[src/rtl/cnt_sched.sv]
// Round-robin arbiter that lends one shared counter to N_REQ requesters:
// it clears the counter, enables it for the winner's run length, then pulses done.
//
//   state   | meaning
//   --------+-----------------------------------------------------------
//   S_IDLE  | no grant; pick next requester round-robin from last+1
//   S_CLEAR | one cycle, counter cleared (sch_cnt_rst_n low)
//   S_RUN   | counter enabled, remain counts down to the final cycle
//   S_DONE  | one cycle, done pulse to the grantee
module cnt_sched #(
    parameter int N_REQ     = 4,
    parameter int LEN_WIDTH = 4,
    parameter int IDX_WIDTH = $clog2(N_REQ)
) (
    input  logic                       sch_clk,
    input  logic                       sch_rst,
    input  logic [N_REQ-1:0]           sch_req,
    input  logic [N_REQ*LEN_WIDTH-1:0] sch_len,
    output logic [N_REQ-1:0]           sch_gnt,
    output logic [IDX_WIDTH-1:0]       sch_gnt_idx,
    output logic [N_REQ-1:0]           sch_done,
    output logic                       sch_busy,
    output logic                       sch_cnt_rst_n,
    output logic                       sch_cnt_en
);

    typedef enum logic [1:0] {S_IDLE, S_CLEAR, S_RUN, S_DONE} state_t;

    state_t               r_state;
    state_t               w_next;
    logic [N_REQ-1:0]     r_gnt;
    logic [N_REQ-1:0]     r_done;
    logic [N_REQ-1:0]     w_sel_oh;
    logic [IDX_WIDTH-1:0] r_gnt_idx;
    logic [IDX_WIDTH-1:0] r_last;
    logic [IDX_WIDTH-1:0] w_sel_idx;
    logic [IDX_WIDTH-1:0] w_cand;
    logic [IDX_WIDTH:0]   w_sum;
    logic [LEN_WIDTH-1:0] r_remain;
    logic [LEN_WIDTH-1:0] w_sel_len;
    logic                 w_sel_vld;
    logic                 w_req_held;

    assign w_req_held = |(sch_req & r_gnt);

    // Walk downward so the candidate closest to last+1 is the final one written.
    always_comb begin
        w_sel_vld = 1'b0;
        w_sel_idx = '0;
        w_sum     = '0;
        w_cand    = '0;
        for (int k = N_REQ; k >= 1; k--) begin
            w_sum = {1'b0, r_last} + (IDX_WIDTH+1)'(k);
            if (w_sum >= (IDX_WIDTH+1)'(N_REQ)) begin
                w_sum = w_sum - (IDX_WIDTH+1)'(N_REQ);
            end
            w_cand = w_sum[IDX_WIDTH-1:0];
            if (sch_req[w_cand]) begin
                w_sel_vld = 1'b1;
                w_sel_idx = w_cand;
            end
        end
    end

    always_comb begin
        w_sel_oh  = '0;
        w_sel_len = '0;
        for (int i = 0; i < N_REQ; i++) begin
            if (IDX_WIDTH'(i) == w_sel_idx) begin
                w_sel_oh[i] = 1'b1;
                w_sel_len   = sch_len[i*LEN_WIDTH +: LEN_WIDTH];
            end
        end
    end

    always_ff @(posedge sch_clk or posedge sch_rst) begin
        if (sch_rst) begin
            r_state <= S_IDLE;
        end else begin
            r_state <= w_next;
        end
    end

    // A dropped request during CLEAR or RUN aborts, even on the final RUN cycle.
    always_comb begin
        w_next = r_state;
        case (r_state)
            S_IDLE:  if (w_sel_vld) w_next = S_CLEAR;
            S_CLEAR: begin
                if (!w_req_held)              w_next = S_IDLE;
                else if (r_remain == '0)      w_next = S_DONE;
                else                          w_next = S_RUN;
            end
            S_RUN: begin
                if (!w_req_held)                          w_next = S_IDLE;
                else if (r_remain == LEN_WIDTH'(1))       w_next = S_DONE;
                else                                      w_next = S_RUN;
            end
            S_DONE:  w_next = S_IDLE;
            default: w_next = S_IDLE;
        endcase
    end

    always_ff @(posedge sch_clk or posedge sch_rst) begin
        if (sch_rst) begin
            r_gnt     <= '0;
            r_gnt_idx <= '0;
            r_last    <= IDX_WIDTH'(N_REQ - 1);
            r_remain  <= '0;
            r_done    <= '0;
        end else begin
            r_done <= (w_next == S_DONE) ? r_gnt : '0;
            case (r_state)
                S_IDLE: begin
                    if (w_sel_vld) begin
                        r_gnt     <= w_sel_oh;
                        r_gnt_idx <= w_sel_idx;
                        r_remain  <= w_sel_len;
                    end
                end
                S_RUN: begin
                    if (w_next != S_IDLE) r_remain <= r_remain - LEN_WIDTH'(1);
                end
                default: ;
            endcase
            if (r_state != S_IDLE && w_next == S_IDLE) begin
                r_gnt  <= '0;
                r_last <= r_gnt_idx;
            end
        end
    end

    always_comb begin
        sch_busy      = (r_state != S_IDLE);
        sch_cnt_rst_n = (r_state != S_CLEAR);
        sch_cnt_en    = (r_state == S_RUN) && w_req_held;
    end

    assign sch_gnt     = r_gnt;
    assign sch_gnt_idx = r_gnt_idx;
    assign sch_done    = r_done;

endmodule
[config.mk]
export PLATFORM = sky130hd
export DESIGN_NAME = cnt_sched
export DESIGN_NICKNAME = d
export VERILOG_FILES = /design/src/rtl/cnt_sched.sv
export SDC_FILE = /design/constraint.sdc
export NUM_CORES = 1
export LEC_CHECK = 0
export ABC_AREA = 1
export CAP_MARGIN = 20
export CORE_AREA = 2 2 54 56
export CTS_CLUSTER_SIZE = 14
export DETAILED_ROUTE_END_ITERATION = 16
export DIE_AREA = 0 0 56 58
export PLACE_DENSITY = 0.92
export RECOVER_POWER = 50
export SLEW_MARGIN = 20
export SYNTH_ARGS = -nofsm -noshare
export SYNTH_HDL_FRONTEND = slang
export SYNTH_SLANG_ARGS = --single-unit
[constraint.sdc]
create_clock -name sch_clk -period 4.17 [get_ports sch_clk]
set_input_delay 0.834 -clock sch_clk [delete_from_list [all_inputs] [get_ports sch_clk]]
set_output_delay 0.834 -clock sch_clk [all_outputs]
set_load 0.01 [all_outputs]
# Yosys cells after proc, flatten, opt, wreduce, memory -nomap -nowiden
# Index checks and enable logic that the tools add are counted.
totals:
  inputBits: 22
  register_bits: 18
op_classes:
  order_cmp: 8
  eq_ne: 11
  muxes: 41
  n_reduce_logical: 15
  n_bitwise: 1
  addsub: 9
op_table:
  columns: ["operator", "count"]
  rows:
  - ["two-way mux 4 bit", 10]
  - ["two-way mux 2 bit", 11]
  - ["two-way mux 1 bit", 14]
  - ["greater-or-equal comparator 3 bit, second input constant", 4]
  - ["< comparator 2 x 3 -> 1 bit, second input constant", 4]
  - ["nonzero test 2 bit", 5]
  - ["binary-select mux 1 bit (select 2 bit)", 4]
  - ["one-hot mux 2 bit (4 select lines)", 1]
  - ["one-hot mux 4 bit (2 select lines)", 1]
  - ["subtractor 2 x 1 -> 2 bit, second input constant", 4]
  - ["adder 2 x 2 -> 3 bit, second input constant", 2]
  - ["== test 2 bit, second input constant", 3]
  - ["logical NOT 2 bit", 3]
  - ["AND 4 bit", 1]
  - ["== test 2 bit, first input constant", 2]
  - ["== test 4 x 1 -> 1 bit, second input constant", 1]
  - ["logical NOT 4 bit", 1]
  - ["!= test 2 bit, second input constant", 2]
  - ["AND reduction 2 bit", 2]
  - ["OR reduction 4 bit", 1]
  - ["subtractor 4 x 1 -> 4 bit, second input constant", 1]
  - ["adder 2 x 1 -> 3 bit, second input constant", 1]
  - ["adder 2 x 3 -> 3 bit, second input constant", 1]
  - ["AND reduction 3 bit", 1]
  - ["other kinds (4)", 5]

# Depth between registers and ports, before layout
# Gate-level depths: netlist (run 1).
depth:
  word_depth: 16
  ltp_mapped: 16
  depth_no_buf: 15

# Worst setup path before layout (run 1)
# No wires, ideal clock.
synth_timing:
  path_type: "input to output"
  start: "in sch_req[2]"
  end: "out sch_cnt_en"
  path_slack_ps: 2142
  t_required_ps: 3336
  arrival_ps: 1194
  path_stages: 4
  path_buffers: 0
  cell_sequence: "nand2_1 nand4_2 inv_1 nor2_1"
synth_via:
  elab_chain_len: 3
synth_lines:
  columns: ["item", "line_no", "source"]
  rows:
  - ["start: declaration", "17", "input logic [N_REQ-1:0] sch_req,"]
  - ["AND 4 bit", "44", "assign w_req_held = |(sch_req & r_gnt);"]
  - ["OR reduction 4 bit", "44", null]
  - ["logical AND 1 bit", "136", "sch_cnt_en = (r_state == S_RUN) && w_req_held;"]
  - ["end: declaration", "24", "output logic sch_cnt_en"]
# Every way passes these cells.

# Worst setup path after layout (run 1)
layout_timing:
  start: "in sch_req[3]"
  end: "out sch_cnt_en"
# The elaborated chain is that of the path after synthesis.

==> flow_summary.yaml, run 1 <==
cts:
  clock_insertion_delay_worst_skew_ns: 0.30
  hold_buffers: 0
  clk_pin_slew_ns: 0.11
  cts_setup_buffers: 0
  cts_made_buffers: 3
  cts_max_path_buffers: 2
  clock_tree.htree_level_count: 1
  clkSinkCount: 18
  tritoncts: "done"
  post_cts_resize_count: 0
  clock_tree.root_cell: "clkbuf_4"
sta:
  setup_tns_ns: 0
  worst_pin_slew_ns: 0.660
  rsz0062_at_grt: "false"
  maxSlewViolCount: 0
  worst_slew_margin_rel_pct: 56.0
  min_period_ns: 3.16
  number_of_setup_violations_in_the_final_report: 0
  finalCritPeriodShare_pct: 75.8
  layout_skew_ns: 0.00553
  clock.fmax_ghz: 0.316
  final-hold-violation-count: 0
layout:
  design.final.nets: 250
  area_growth_pct: 31.1
  layout_commonest_cell: "nand2_1"
  seqCellArea_um2: 453
  fin_util_pct: 63.0
  final.fill_count: 226
  multiInputGateArea_um2: 681
  layout-drive-gt1-share_pct: 11.2
  top_library_cells_by_usage_in_the_layout_fill_and_taps_aside: "nand2_1 (62), clkdlybuf4s50_1 (32), inv_1 (29)"
  antenna_cells: 0
synth:
  summed_instance_area_of_the_synthesized_netlist_um2: 1280
  synthesis.nets: 212
  postSynthAreaPerCell_um2: 6.84
  postSynthRegisterBits: 18
  synth_cell_types: 27
  synth.yosys.warnings: 0
  syn_inst: 187
  portion_of_the_post_synthesis_area_used_by_sequential_elements_pct: 35.4
die:
  fp.dieW_um: 56
  dieHeight_um: 58
  starting_utilization_of_the_core_area_pct: 48.0
  floorplan.io_pins: 35
  cell_row_count: 19
  core_region_area_um2: 2660
  design.die.area_um2: 3250
worst_setup_path:
  register_to_register_setup_slack_ns: 2.17
  crit_path_end_kind: "output pin"
  cp_data_arrival_time_ns: 2.33
  crit_type: "in -> out"
  cp-start-kind: "primary input"
  worst-endpoint-required_ns: 3.34
  timing.critical_path.fanout_max: 4
global_routing:
  grt_antenna_before_repair: 0
  busiest_layer: "met2"
  grt_first_pass_wirelength_um: 4980
  track_usage_pct: 19.6
  groute.layer.met1.usage_pct: 25.2
  total_grt_overflow: 0
  grt.met3_usage_pct: 2.23
  grt.met2_usage_pct: 32.9
  pin_count_of_the_biggest_net_entering_global_routing: 19
  number_of_global_route_vias_before_repair: 1162
route:
  drt-vias-per-instance: 4.94
  detailedRoute.firstPassIterationCount: 4
  drt_wl_total_um: 2830
  drt.antenna.violating_nets: 0
  via_count: 1259
  wl_per_cell_um: 11.1
  remaining_drc_errors: 0
  drtIter0Drc: 29
job:
  max-cap-violations: 0
outcome:
  status: "finished clean"
placement:
  post-dp-hpwl_um: 2320
  port_buffers: 34
  finalWeightedCongestion: 0.813
power_and_ir_drop:
  power_leakage_uw: 0.000867
  vdd.ir_drop.worst_mv: 0.545
  total_power_uw: 1340
  cellPowerDensity_nw_per_um2: 798
min_path:
  timing.hold.worst.class: "reg -> reg"
[cells in the mapped netlist (all sizes together)]
library cell | instances | share of area (%)
o31ai | 1 | 0.59
inv | 31 | 9.7
buf | 1 | 0.88
dfrtp | 16 | 31
nor2 | 15 | 5.2
a22o | 1 | 0.69
nor3 | 1 | 0.39
o21ai | 9 | 3.8
clkinv | 1 | 0.29
dfstp | 2 | 4.1
o21bai | 3 | 1.8
ha | 3 | 2.9
a21oi | 11 | 5.2
nand4 | 4 | 2.4
nand3 | 16 | 6.7
nand2 | 71 | 23
a21boi | 1 | 1.5
[cell families after synthesis]
kind of cell	share of synthesized area, %
compound gates	13.5
fa+ha+maj	2.94
buf+inv	10.9
flops	35.4
simple gates	37.3
[sequential cells by signal (all words and copies together) (netlist names)]
| register | cells |
|---|---|
| r_remain | 4 |
| sch_gnt | 4 |
| r_last | 2 |
| r_state | 2 |
| sch_done | 4 |
| sch_gnt_idx | 2 |
[per-stage QoR]
stage	cells	worst slack, ns	area (µm²)	hold slack (ns)
4_1_cts	255	1.10	1680	0.529
3_5_place_dp	251	1.10	1650	0.502
2_1_floorplan	187	2.14	1280	0.472
3_3_place_gp	251	1.10	1650	0.504
6_report	255	1.01	1680	0.527
5_1_grt	255	0.964	1680	0.554
[final timing paths]
check / start / to / cells after the start
worst max register to register: r_last[0]$_DFFE_PP1P_ / r_remain[3]$_DFFE_PP0P_ / 15
min in group asynchronous: sch_rst / r_remain[0]$_DFFE_PP0P_ / 2
max in group asynchronous: sch_rst / sch_gnt_idx[0]$_DFFE_PP0P_ / 2
worst max-delay path: sch_req[3] / sch_cnt_en / 6
worst min register to register: r_remain[1]$_DFFE_PP0P_ / r_remain[1]$_DFFE_PP0P_ / 2
worst min-delay path: r_remain[1]$_DFFE_PP0P_ / r_remain[1]$_DFFE_PP0P_ / 2
[worst max-delay path: stages]
cell	delay (ns)
dlygate4sd3_1	0.58
nand2_1	0.07
nand4_1	0.17
inv_1	0.06
nor2_1	0.08
clkdlybuf4s50_1	0.54
[per-layer routing]
layer  share of wire (%)  vias to the layer above
met5                   0                        -
met4                 2.2                        0
met3                 4.8                        5
met2                  47                       41
met1                  46                      544
li1                    -                      669
[cell type report]
cell class                      count  area share, %
Clock buffer                        4           2.16
Inverter                           32           7.61
Multi-Input combinational cell    136           40.6
Sequential cell                    18           27.0
Tap cell                           31           2.31
Timing Repair Buffer               34           20.3
[power breakdown]
| part | switching (µW) | internal (µW) |
|---|---|---|
| clock | 56.0 | 53.3 |
| combinational | 558 | 347 |
| sequential | 73.2 | 250 |
| total | 687 | 650 |
Power figures use the tool's default switching activity.
==> run 2: changes to the inputs <==
CORE_AREA = 2 2 58 60   (was 2 2 54 56)
DIE_AREA = 0 0 60 62   (was 0 0 56 58)
PLACE_DENSITY = 0.85   (was 0.92)
clock period = 2.9 ns   (was 4.17 ns; I/O delays follow)
==> run 2 against run 1 <==
Wire length down 4.8%. Via count up 0.64%. Sequential share of layout area down 0.30 points. Core utilization down 9.6 points. Critical endpoint unchanged. Largest power group unchanged.
==> flow_summary.yaml, run 2 (synthesized netlist as in run 1, its figures left out) <==
global_routing:
  number_of_global_route_vias_before_repair: 1083
  pin_count_of_the_biggest_net_entering_global_routing: 19
  grt_antenna_before_repair: 0
  grt_first_pass_wirelength_um: 4640
  track_usage_pct: 16.9
  total_grt_overflow: 0
worst_setup_path:
  timing.critical_path.slowest_stage_cell: "dlygate4sd3_1"
  crit_path_cell_trace: "dlygate4sd3_1 -> nand2_1 -> nand4_1 -> inv_1 -> nor2_1 -> clkdlybuf4s50_1"
  critical_path.n_buffers_inverters: 3
  crit_path_end_kind: "output pin"
  worst_setup_path_start: "sch_req[3]"
  timing.critical_path.fanout_max: 4
  cp_data_arrival_time_ns: 2.09
  crit_family: "buffers and inverters"
  cpPeakStageDelay_ns: 0.58
  worstReg2RegStart: "r_last[0]$_DFFE_PP1P_"
  worst-endpoint-required_ns: 2.32
  crit_type: "in -> out"
  cp-start-kind: "primary input"
sta:
  final-hold-violation-count: 0
  maxSlewViolCount: 0
  hold_slack_ns: 0.539
  setup_tns_ns: 0
  min_period_ns: 2.67
  number_of_setup_violations_in_the_final_report: 0
  worst_slew_margin_rel_pct: 54.9
  layout_skew_ns: 0.00359
  worst_pin_slew_ns: 0.676
  clock.fmax_ghz: 0.375
  finalCritPeriodShare_pct: 92.0
  rsz0062_at_grt: "false"
placement:
  finalWeightedCongestion: 0.812
  post-dp-hpwl_um: 2180
  place_inst: 266
  port_buffers: 34
cts:
  cts_max_path_buffers: 2
  clk_pin_slew_ns: 0.10
  clock_tree.root_cell: "clkbuf_4"
  cts_setup_buffers: 0
  tritoncts: "done"
  clock_insertion_delay_worst_skew_ns: 0.30
  clkSinkCount: 18
  clock_tree.htree_level_count: 1
  hold_buffers: 0
  cts_made_buffers: 3
  post_cts_resize_count: 0
route:
  detailedRoute.firstPassIterationCount: 4
  remaining_drc_errors: 0
  drtIter0Drc: 35
  drt-vias-per-instance: 4.69
  drt_wl_total_um: 2700
  drt.antenna.violating_nets: 0
  wl_per_cell_um: 9.99
  via_count: 1267
job:
  max-cap-violations: 0
layout:
  antenna_cells: 0
  design.final.nets: 250
  layout-drive-gt1-share_pct: 11.2
  final.fill_count: 316
  layout_commonest_cell: "nand2_1"
  layoutNonFillerInstCount: 270
  top_library_cells_by_usage_in_the_layout_fill_and_taps_aside: "nand2_1 (62), clkdlybuf4s50_1 (32), inv_1 (29)"
  area_growth_pct: 32.6
power_and_ir_drop:
  power_leakage_uw: 0.000867
  cellPowerDensity_nw_per_um2: 1140
  vdd.ir_drop.worst_mv: 0.464
die:
  cell_row_count: 21
  fp.dieW_um: 60
  core_region_area_um2: 3180
  starting_utilization_of_the_core_area_pct: 40.2
  dieHeight_um: 62
  floorplan.io_pins: 35
  design.die.area_um2: 3720
min_path:
  holdCritStartpoint: "r_remain[1]$_DFFE_PP0P_"
  timing.hold.worst.class: "reg -> reg"
outcome:
  status: "finished clean"
run 2: area by class of cell:
type | count | area, µm² | area share (%)
multi-input cells | 136 | 681 | 40.1
inverters | 32 | 128 | 7.53
well taps | 46 | 57.6 | 3.39
repair buffers | 34 | 340 | 20.1
flip-flops and latches | 18 | 453 | 26.7
clock buffers | 4 | 36.3 | 2.14
run 2: per-layer routing:
layer,vias up,track usage (%),routed length [µm]
li1,667,-,-
met1,544,22.0,1290
met2,51,27.6,1200
met3,5,3.31,151
met4,0,6.67,53
met5,-,0,0
run 2: final timing paths:
check,endpoint,depth (start not counted),slack (ns)
max,sch_cnt_en,6,0.23
min,r_remain[1]$_DFFE_PP0P_,2,0.54
max reg2reg,r_remain[0]$_DFFE_PP0P_,15,0.96
min reg2reg,r_remain[1]$_DFFE_PP0P_,2,0.54
max in group asynchronous,sch_gnt_idx[0]$_DFFE_PP0P_,2,1.67
min in group asynchronous,r_state[1]$_DFF_PP0_,2,0.80
run 2: metrics by stage:
| step | cell area (µm²) | power (µW) | util, % | setup slack (ns) |
|---|---|---|---|---|
| floorplan | 1280 | 1440 | - | 1.17 |
| global placement | 1670 | 1740 | 52.4 | 0.317 |
| detailed placement | 1670 | 1780 | 52.4 | 0.315 |
| CTS | 1700 | 1940 | 53.5 | 0.314 |
| global route | 1700 | 2140 | 53.3 | 0.108 |
| finish | 1700 | 1920 | 53.3 | 0.231 |
run 2: tightest hold or removal path, stage by stage, from the launching register on:
cell	delay [ns]
dfrtp_1	0.38
nand2_1	0.07
nand2_1	0.06
run 2: where the power goes:
part	internal [µW]	leakage, µW	switching [µW]
registers	359	0.000225	103
clock network	76.7	0.0000210	82.8
logic	500	0.000621	804
==> run 3: changes to the inputs <==
CTS_CLUSTER_DIAMETER = 80   (was not set)
==> results of run 3 <==
The final DEF is identical to that of run 2; final timing and power are the same.
